===== config.mk =====
export PLATFORM = sky130hd
export DESIGN_NAME = l1_d_l2_bridge
export DESIGN_NICKNAME = d
export VERILOG_FILES = /design/src/rtl/l1_cache_pkg.sv /design/src/rtl/line_beat_shifter.sv /design/src/rtl/l1_d_l2_bridge.sv
export SDC_FILE = /design/constraint.sdc
export NUM_CORES = 2
export LEC_CHECK = 0
export ABC_CLOCK_PERIOD_IN_PS = 3200
export CORE_AREA = 4 4 480 482
export CTS_CLUSTER_DIAMETER = 60
export DETAILED_ROUTE_END_ITERATION = 8
export DIE_AREA = 0 0 484 486
export SETUP_SLACK_MARGIN = 0.1
export SYNTH_ARGS = -nofsm -noshare
export SYNTH_HDL_FRONTEND = slang
export SYNTH_HIERARCHICAL = 1
export SYNTH_SLANG_ARGS = --single-unit

===== constraint.sdc =====
create_clock -name clk -period 3.2 [get_ports clk]
set_clock_uncertainty 0.15 [all_clocks]
set_input_delay 0.96 -clock clk [delete_from_list [all_inputs] [get_ports clk]]
set_output_delay 0.96 -clock clk [all_outputs]
set_load 0.1 [all_outputs]

===== src/rtl/l1_cache_pkg.sv =====
// Shared L1 data-cache parameters, address field positions and the
// L1<->L2 line bridge state encoding.
package l1_cache_pkg;

    localparam int ADDR_W      = 32;
    localparam int LINE_W      = 512;
    localparam int BEAT_W      = 64;
    localparam int BEATS       = LINE_W / BEAT_W;
    localparam int BEAT_IDX_W  = $clog2(BEATS);
    localparam int BYTE_OFF_W  = $clog2(BEAT_W / 8);
    localparam int OFFSET_W    = $clog2(LINE_W / 8);
    localparam int LINE_ADDR_W = ADDR_W - OFFSET_W;

    localparam int OFFSET_LO = 0;
    localparam int OFFSET_HI = OFFSET_W - 1;
    localparam int INDEX_LO  = 6;
    localparam int INDEX_HI  = 11;
    localparam int TAG_LO    = 12;
    localparam int TAG_HI    = ADDR_W - 1;

    typedef enum logic [2:0] {
        IDLE,
        WR_BEAT,
        WR_DONE,
        RD_BEAT,
        RD_DONE
    } bridge_state_t;

    // Byte address of one beat within a line: line-aligned plus beat*8.
    function automatic logic [ADDR_W-1:0] beat_addr(
        input logic [LINE_ADDR_W-1:0] line,
        input logic [BEAT_IDX_W-1:0]  beat
    );
        return {line, beat, {BYTE_OFF_W{1'b0}}};
    endfunction

endpackage


===== src/rtl/line_beat_shifter.sv =====
// Line storage for the bridge: a victim line register that is read out one
// beat at a time and a refill line register that is filled one beat at a time.
module line_beat_shifter
    import l1_cache_pkg::*;
(
    input  logic                  clk,
    input  logic                  rst,
    input  logic                  load,
    input  logic [LINE_W-1:0]     load_line,
    input  logic [BEAT_IDX_W-1:0] beat,
    input  logic                  merge,
    input  logic [BEAT_W-1:0]     merge_data,
    output logic [BEAT_W-1:0]     wr_beat,
    output logic [LINE_W-1:0]     rd_line
);

    logic [BEAT_W-1:0] wr_slots [BEATS];

    // The refill copy is separate so a writeback never disturbs the line
    // last handed to L1.
    genvar gi;
    generate
        for (gi = 0; gi < BEATS; gi++) begin : g_slot
            logic [BEAT_W-1:0] wr_slot_reg;
            logic [BEAT_W-1:0] rd_slot_reg;

            always_ff @(posedge clk) begin
                if (rst) begin
                    wr_slot_reg <= '0;
                    rd_slot_reg <= '0;
                end else begin
                    if (load) begin
                        wr_slot_reg <= load_line[gi*BEAT_W +: BEAT_W];
                    end
                    if (merge && beat == BEAT_IDX_W'(gi)) begin
                        rd_slot_reg <= merge_data;
                    end
                end
            end

            assign wr_slots[gi]                  = wr_slot_reg;
            assign rd_line[gi*BEAT_W +: BEAT_W] = rd_slot_reg;
        end
    endgenerate

    assign wr_beat = wr_slots[beat];

endmodule


===== src/rtl/l1_d_l2_bridge.sv =====
// Moves whole 512-bit cache lines between the L1 data-cache controller and
// the L2 port as eight 64-bit beats; writeback has priority over refill.
module l1_d_l2_bridge
    import l1_cache_pkg::*;
(
    input  logic              clk,
    input  logic              rst,
    input  logic              read_L1_L2,
    input  logic              write_L1_L2,
    input  logic [ADDR_W-1:0] addr_L1_L2,
    input  logic [LINE_W-1:0] wdata_L1_L2,
    output logic              ready_L2_L1,
    output logic              write_L1_L2_done,
    output logic [LINE_W-1:0] rdata_L2_L1,
    output logic              busy,
    output logic              l2_req,
    output logic              l2_we,
    output logic [ADDR_W-1:0] l2_addr,
    output logic [BEAT_W-1:0] l2_wdata,
    input  logic              l2_ack,
    input  logic [BEAT_W-1:0] l2_rdata
);

    bridge_state_t          state_reg;
    logic [BEAT_IDX_W-1:0]  beat_reg;
    logic [LINE_ADDR_W-1:0] line_addr_reg;
    logic                   load_victim;
    logic                   merge_beat;
    logic                   unused_offset;

    assign unused_offset = ^addr_L1_L2[OFFSET_HI:OFFSET_LO];

    assign load_victim = (state_reg == IDLE) && write_L1_L2;
    assign merge_beat  = (state_reg == RD_BEAT) && l2_ack;
    assign l2_addr     = beat_addr(line_addr_reg, beat_reg);

    always_ff @(posedge clk) begin
        if (rst) begin
            state_reg        <= IDLE;
            beat_reg         <= '0;
            line_addr_reg    <= '0;
            l2_req           <= 1'b0;
            l2_we            <= 1'b0;
            busy             <= 1'b0;
            ready_L2_L1      <= 1'b0;
            write_L1_L2_done <= 1'b0;
        end else begin
            ready_L2_L1      <= 1'b0;
            write_L1_L2_done <= 1'b0;
            case (state_reg)
                IDLE: begin
                    if (write_L1_L2 || read_L1_L2) begin
                        state_reg     <= write_L1_L2 ? WR_BEAT : RD_BEAT;
                        line_addr_reg <= addr_L1_L2[ADDR_W-1:OFFSET_W];
                        beat_reg      <= '0;
                        l2_req        <= 1'b1;
                        l2_we         <= write_L1_L2;
                        busy          <= 1'b1;
                    end
                end
                WR_BEAT, RD_BEAT: begin
                    // Counter wraps to zero on the last beat so l2_addr
                    // falls back to the line base on exit.
                    if (l2_ack) begin
                        beat_reg <= beat_reg + 1'b1;
                        if (beat_reg == BEAT_IDX_W'(BEATS - 1)) begin
                            l2_req <= 1'b0;
                            l2_we  <= 1'b0;
                            if (state_reg == WR_BEAT) begin
                                state_reg        <= WR_DONE;
                                write_L1_L2_done <= 1'b1;
                            end else begin
                                state_reg   <= RD_DONE;
                                ready_L2_L1 <= 1'b1;
                            end
                        end
                    end
                end
                WR_DONE, RD_DONE: begin
                    state_reg <= IDLE;
                    busy      <= 1'b0;
                end
                default: begin
                    state_reg <= IDLE;
                    l2_req    <= 1'b0;
                    l2_we     <= 1'b0;
                    busy      <= 1'b0;
                end
            endcase
        end
    end

    line_beat_shifter u_line (
        .clk        (clk),
        .rst        (rst),
        .load       (load_victim),
        .load_line  (wdata_L1_L2),
        .beat       (beat_reg),
        .merge      (merge_beat),
        .merge_data (l2_rdata),
        .wr_beat    (l2_wdata),
        .rd_line    (rdata_L2_L1)
    );

endmodule


# --- Word level (Yosys, flattened, before mapping) ---
# Index checks and enable logic that the tools add are counted.
totals:
  register_bits: 1061
  latch_bits: 0
  ramBits: 0
  mem_bits_ro: 0
  input_bits: 613
  out_inout_bits: 613
  word_cells: 88
  n_memories: 0
op_classes:
  n_addsub: 1
  n_mul: 0
  div: 0
  magnitude_cmp: 1
  n_eq_ne: 14
  shifts: 0
  muxes: 21
  n_bitwise: 5
  reduce_logical: 22
op_table:
  columns: ["op", "count"]
  rows:
  - ["64-bit binary-select mux with 3-bit select", 1]
  - ["64-bit two-way mux", 2]
  - ["3-bit two-way mux", 6]
  - ["3-bit equality test (second input constant)", 5]
  - ["3-bit by 2-bit equality test with 1-bit output (second input constant)", 4]
  - ["3-bit one-hot mux with 2 select lines", 2]
  - ["1-bit logical AND", 10]
  - ["3-bit by 1-bit equality test with 1-bit output (second input constant)", 2]
  - ["3-bit zero test", 2]
  - ["1-bit two-way mux", 6]
  - ["1-bit one-hot mux with 3 select lines", 2]
  - ["3-bit AND reduction", 2]
  - ["4-bit greater-or-equal comparator (second input constant)", 1]
  - ["2-bit != test (second input constant)", 2]
  - ["1-bit inverter", 4]
  - ["3-bit inverter with 4-bit output", 1]
  - ["2-bit AND reduction", 2]
  - ["4-bit AND reduction", 1]
  - ["2-bit OR reduction", 2]
  - ["4-bit OR reduction", 1]
  - ["3-bit by 1-bit adder with 3-bit output (second input constant)", 1]
  - ["2-bit two-way mux", 1]
  - ["2-bit by 1-bit != test with 1-bit output (second input constant)", 1]
  - ["1-bit one-hot mux with 2 select lines", 1]
  - ["2 further kinds", 2]

# --- Longest topological paths before layout ---
logic_depth:
  ltp_word: 5
  ltp_mapped: 10
  mapped_depth_nobuf: 6

# --- Hierarchy ---
# Netlist, hierarchy kept.
modules_own_cells:
  columns: ["mod", "n_inst", "cells_per_inst", "area_each_um2", "seq_area_each_um2"]
  rows:
  - ["line_beat_shifter", 1, 4179, 39598.0, 20499.7]
  - ["l1_d_l2_bridge", 1, 172, 1460.2, 740.7]

# --- Worst setup path before layout ---
# No wires, ideal clock.
synth_timing:
  path_type: "reg2out"
  startpoint: "register beat_reg[1]"
  endpoint: "output port l2_wdata[44]"
  arrival_time_ns: 2.575
  required_time_ns: 2.090
  slack_ns: -0.485
  stages_incl_launch_ff: 5
  path_buffers: 2
  path_cell_list: "dfxtp_1 -> buf_2 -> buf_2 -> mux4_2 -> mux2_2"
synth_via:
  elab_chain_len: 4
synth_lines:
  columns: ["element", "line_no", "source"]
  rows:
  - ["start: declaration", "l1_d_l2_bridge.sv:25", "logic [BEAT_IDX_W-1:0] beat_reg;"]
  - ["start signal: assignment", "l1_d_l2_bridge.sv:65", "beat_reg <= beat_reg + 1'b1;"]
  - ["3-bit inverter with 4-bit output (implied by the code)", "line_beat_shifter.sv:46", "assign wr_beat = wr_slots[beat];"]
  - ["64-bit binary-select mux with 3-bit select", "line_beat_shifter.sv:46", null]
  - ["64-bit two-way mux (implied by the code) (2 in a row)", "line_beat_shifter.sv:46", null]
  - ["end: declaration", "l1_d_l2_bridge.sv:19", "output logic [BEAT_W-1:0] l2_wdata,"]
# No other way between the ends. The select of a mux whose other input is x is not followed.

# --- Final worst setup path ---
layout_timing:
  startpoint: "register beat_reg[0]"
  endpoint: "output port l2_wdata[34]"
# The elaborated chain is that of the path after synthesis.

==> run summary <==
status: finished with violations
failing checks: setup timing
Vias: 36220
CTS Buf Count: 131
initial antenna violation count: 90
Synth top area share: 0.517
Final Hold Slack: 0.303 ns
maximum VDD drop: 0.428 mV
Max-Cap Viols: 0
Switch Pwr: 9.01 mW
synth warn: 6
final instance area: 62300 um^2
ys flop type: dfxtp_1
Worst Hold Class: flip-flop to flip-flop
Setup crit end kind: output port
Final nets: 6151
Worst-Margin Slew: 0.940 ns
Layout area overhead: 51.7%
asr flop ratio synth: 0
routability cong.: 0.901
effective utilization at floorplan: 0.181
root buf cell: clkbuf_16
Post-synth EDFFs: 0
placement-stage cell area: 57100 um^2
Combinational Power Share: 0.129
global route overflow: 0
die area: 235000 um^2
dpl ws: -0.0109 ns
Yosys top cell by area: dfxtp_1
wire per inst: 22.3 um
via-per-instance ratio: 4.17
required time of the worst setup path: 2.09 ns
Total GRT Usage: 0.158
Final period util: 1.18
die extent in x: 484 um
I/O pin count: 1226
fmax: 265 MHz
most common library cells after synthesis: nand2_1 (1078), dfxtp_1 (1061), a21oi_1 (540)
post-synthesis cell type count: 41
vias in the first global route: 36088
critical path class: flip-flop to output port
Leak Pwr: 23.7 nW
final setup vio count: 64
drt initial violations: 2566
dpl hpwl: 148 mm
CP max FO: 8
Power Density: 543 nW/um^2
Synth Area in Adders: 0.000609
CTS tree: built
drt first pass iters: 5
die height: 486 um
antenna-violating nets left: 0
flop2flop setup slack: 0.47 ns
Setup WS post-layout: -0.568 ns
Post-Synth Simple-Gate Area: 0.153
layout cell share with drive strength beyond 1: 0.227
Reg power frac: 0.414
multiplexer share of the synthesized area: 0.213
Power Internal: 24.8 mW
# rows: 175
post-synthesis xor/xnor area fraction: 0.000213
synthesized flop and latch total: 1061
Clock Power Share: 0.457
Sw Ratio: 0.266
clk slew on worst S/H paths: 0.06 ns
Avg Synthesized Cell Area: 9.44 um^2
Slew Limit Fails: 0
CP arrival: 2.66 ns
core area: 226000 um^2
final hold vios: 0
H-tree Lvls: 4
Clock Sinks: 1061
main combinational cell family by area after synthesis: multiplexers
port bufs: 1216
global-route wire length before repair: 268 mm
largest net degree at the start of global routing: 86
sequential-to-total area share from yosys stat: 0.517
RSZ-0062 raised after global routing: yes
Max-slew headroom: 0.374
WL final: 193 mm
Mapped Cells: 4351
most numerous cell in the Yosys netlist: nand2_1
Tmin final: 3.77 ns
Compound-Gate Fraction of Synth Area: 0.0682
latest clock arrival within the worst-skew pair: 0.75 ns
total power: 33.8 mW
Critical Path Source Type: flip-flop
ranking of synthesized cells by area: dfxtp_1 (52%), mux2i_1 (12%), nand2_1 (9.9%), mux4_2 (7.0%), a21oi_1 (6.6%)
drt drc: 0
synthesized cell area: 41100 um^2
clk buf depth: 3
[per-layer routing]
layer | vias up | wire length [um] | GRT usage
met5 | - | 464 | 0
met4 | 64 | 9570 | 0.0742
met3 | 453 | 17600 | 0.0556
met2 | 1620 | 95200 | 0.275
met1 | 17198 | 70600 | 0.170
li1 | 16885 | - | -
[layout make-up]
class | instances | area, um^2
inverters | 1 | 3.75
flip-flops and latches | 1061 | 21300
well taps | 3009 | 3760
clock inverters | 56 | 762
repair buffers | 1452 | 14400
multi-input cells | 2889 | 18200
fillers | 23793 | 164000
clock buffers | 180 | 3810
diodes | 31 | 77.6
[final timing paths]
path | from | endpoint | depth (start not counted)
worst max-delay path | beat_reg[0] | l2_wdata[34] | 5
worst min-delay path | u_line/g_slot[2].rd_slot_reg[61] | u_line/g_slot[2].rd_slot_reg[61] | 2
worst max register to register | state_reg[0] | u_line/g_slot[0].rd_slot_reg[11] | 8
worst min register to register | u_line/g_slot[2].rd_slot_reg[61] | u_line/g_slot[2].rd_slot_reg[61] | 2
[critical path: stages (launching register included)]
cell,delay [ns]
dfxtp_4,0.44
buf_12,0.19
buf_12,0.17
mux4_2,0.51
mux2_4,0.34
buf_12,0.18
[timing repair]
item	in CTS	in global routing
endpoints found under the setup margin	67	65
hold endpoints to repair	0	0
resized for setup	31	3
hold buffers	0	0
setup buffers	24	1
gates cloned	4	1
[through the flow]
step / setup TNS [ns] / utilization / cells
5_1_grt: -41.12 / 0.275 / 8665
2_1_floorplan: 0 / - / 4353
3_3_place_gp: 0 / 0.252 / 8383
4_1_cts: -41.55 / 0.275 / 8647
3_5_place_dp: -0.0238 / 0.252 / 8383
6_report: -32.48 / 0.275 / 8679
[kinds of logic (layout without fill, tap and decap cells)]
| kind of cell | Yosys count | count (layout) |
|---|---|---|
| multiplexers | 704 | 704 |
| flip-flops | 1061 | 1061 |
| XOR/XNOR | 1 | 1 |
| adder cells (fa/ha/maj) | 2 | 2 |
| buffers and inverters | 403 | 1689 |
| AO/OA/AOI/OAI | 553 | 553 |
| other | 1 | 34 |
| AND/OR/NAND/NOR | 1626 | 1626 |
[cell usage in the layout (no fill, tap or decap), types with 4 or more instances in the layout]
cell type        netlist  final
mux4_2               128    128
dfxtp_1             1061   1058
clkinv_16              0      4
buf_8                  2      5
clkbuf_1             135     18
clkinv_8               0      6
inv_6                  0     11
a21oi_1              540    540
mux2_4                 0     64
clkbuf_8               0     28
bufinv_16              0      8
clkinvlp_4             0      5
buf_16                 0      6
clkdlybuf4s50_1        0    605
buf_6                 13      4
diode_2                0     31
o21ai_0                4      4
nor2_1               519    519
clkbuf_16              0    135
buf_4                 21    684
nand4b_1               5      5
nand2_1             1078   1078
buf_12                 0    146
clkinv_2               0     14
a21oi_2                4      4
mux2i_1              512    512
[power groups by stage]
stage          combinational, mW  clock, mW  sequential [mW]
2_1_floorplan               2.22          0             14.4
3_3_place_gp                4.28          0             14.3
3_5_place_dp                4.33          0             14.3
4_1_cts                     4.39       15.9             14.0
5_1_grt                     4.59       16.4             14.1
6_report                    4.35       15.5             14.0
(Power assumes the default switching activity.)
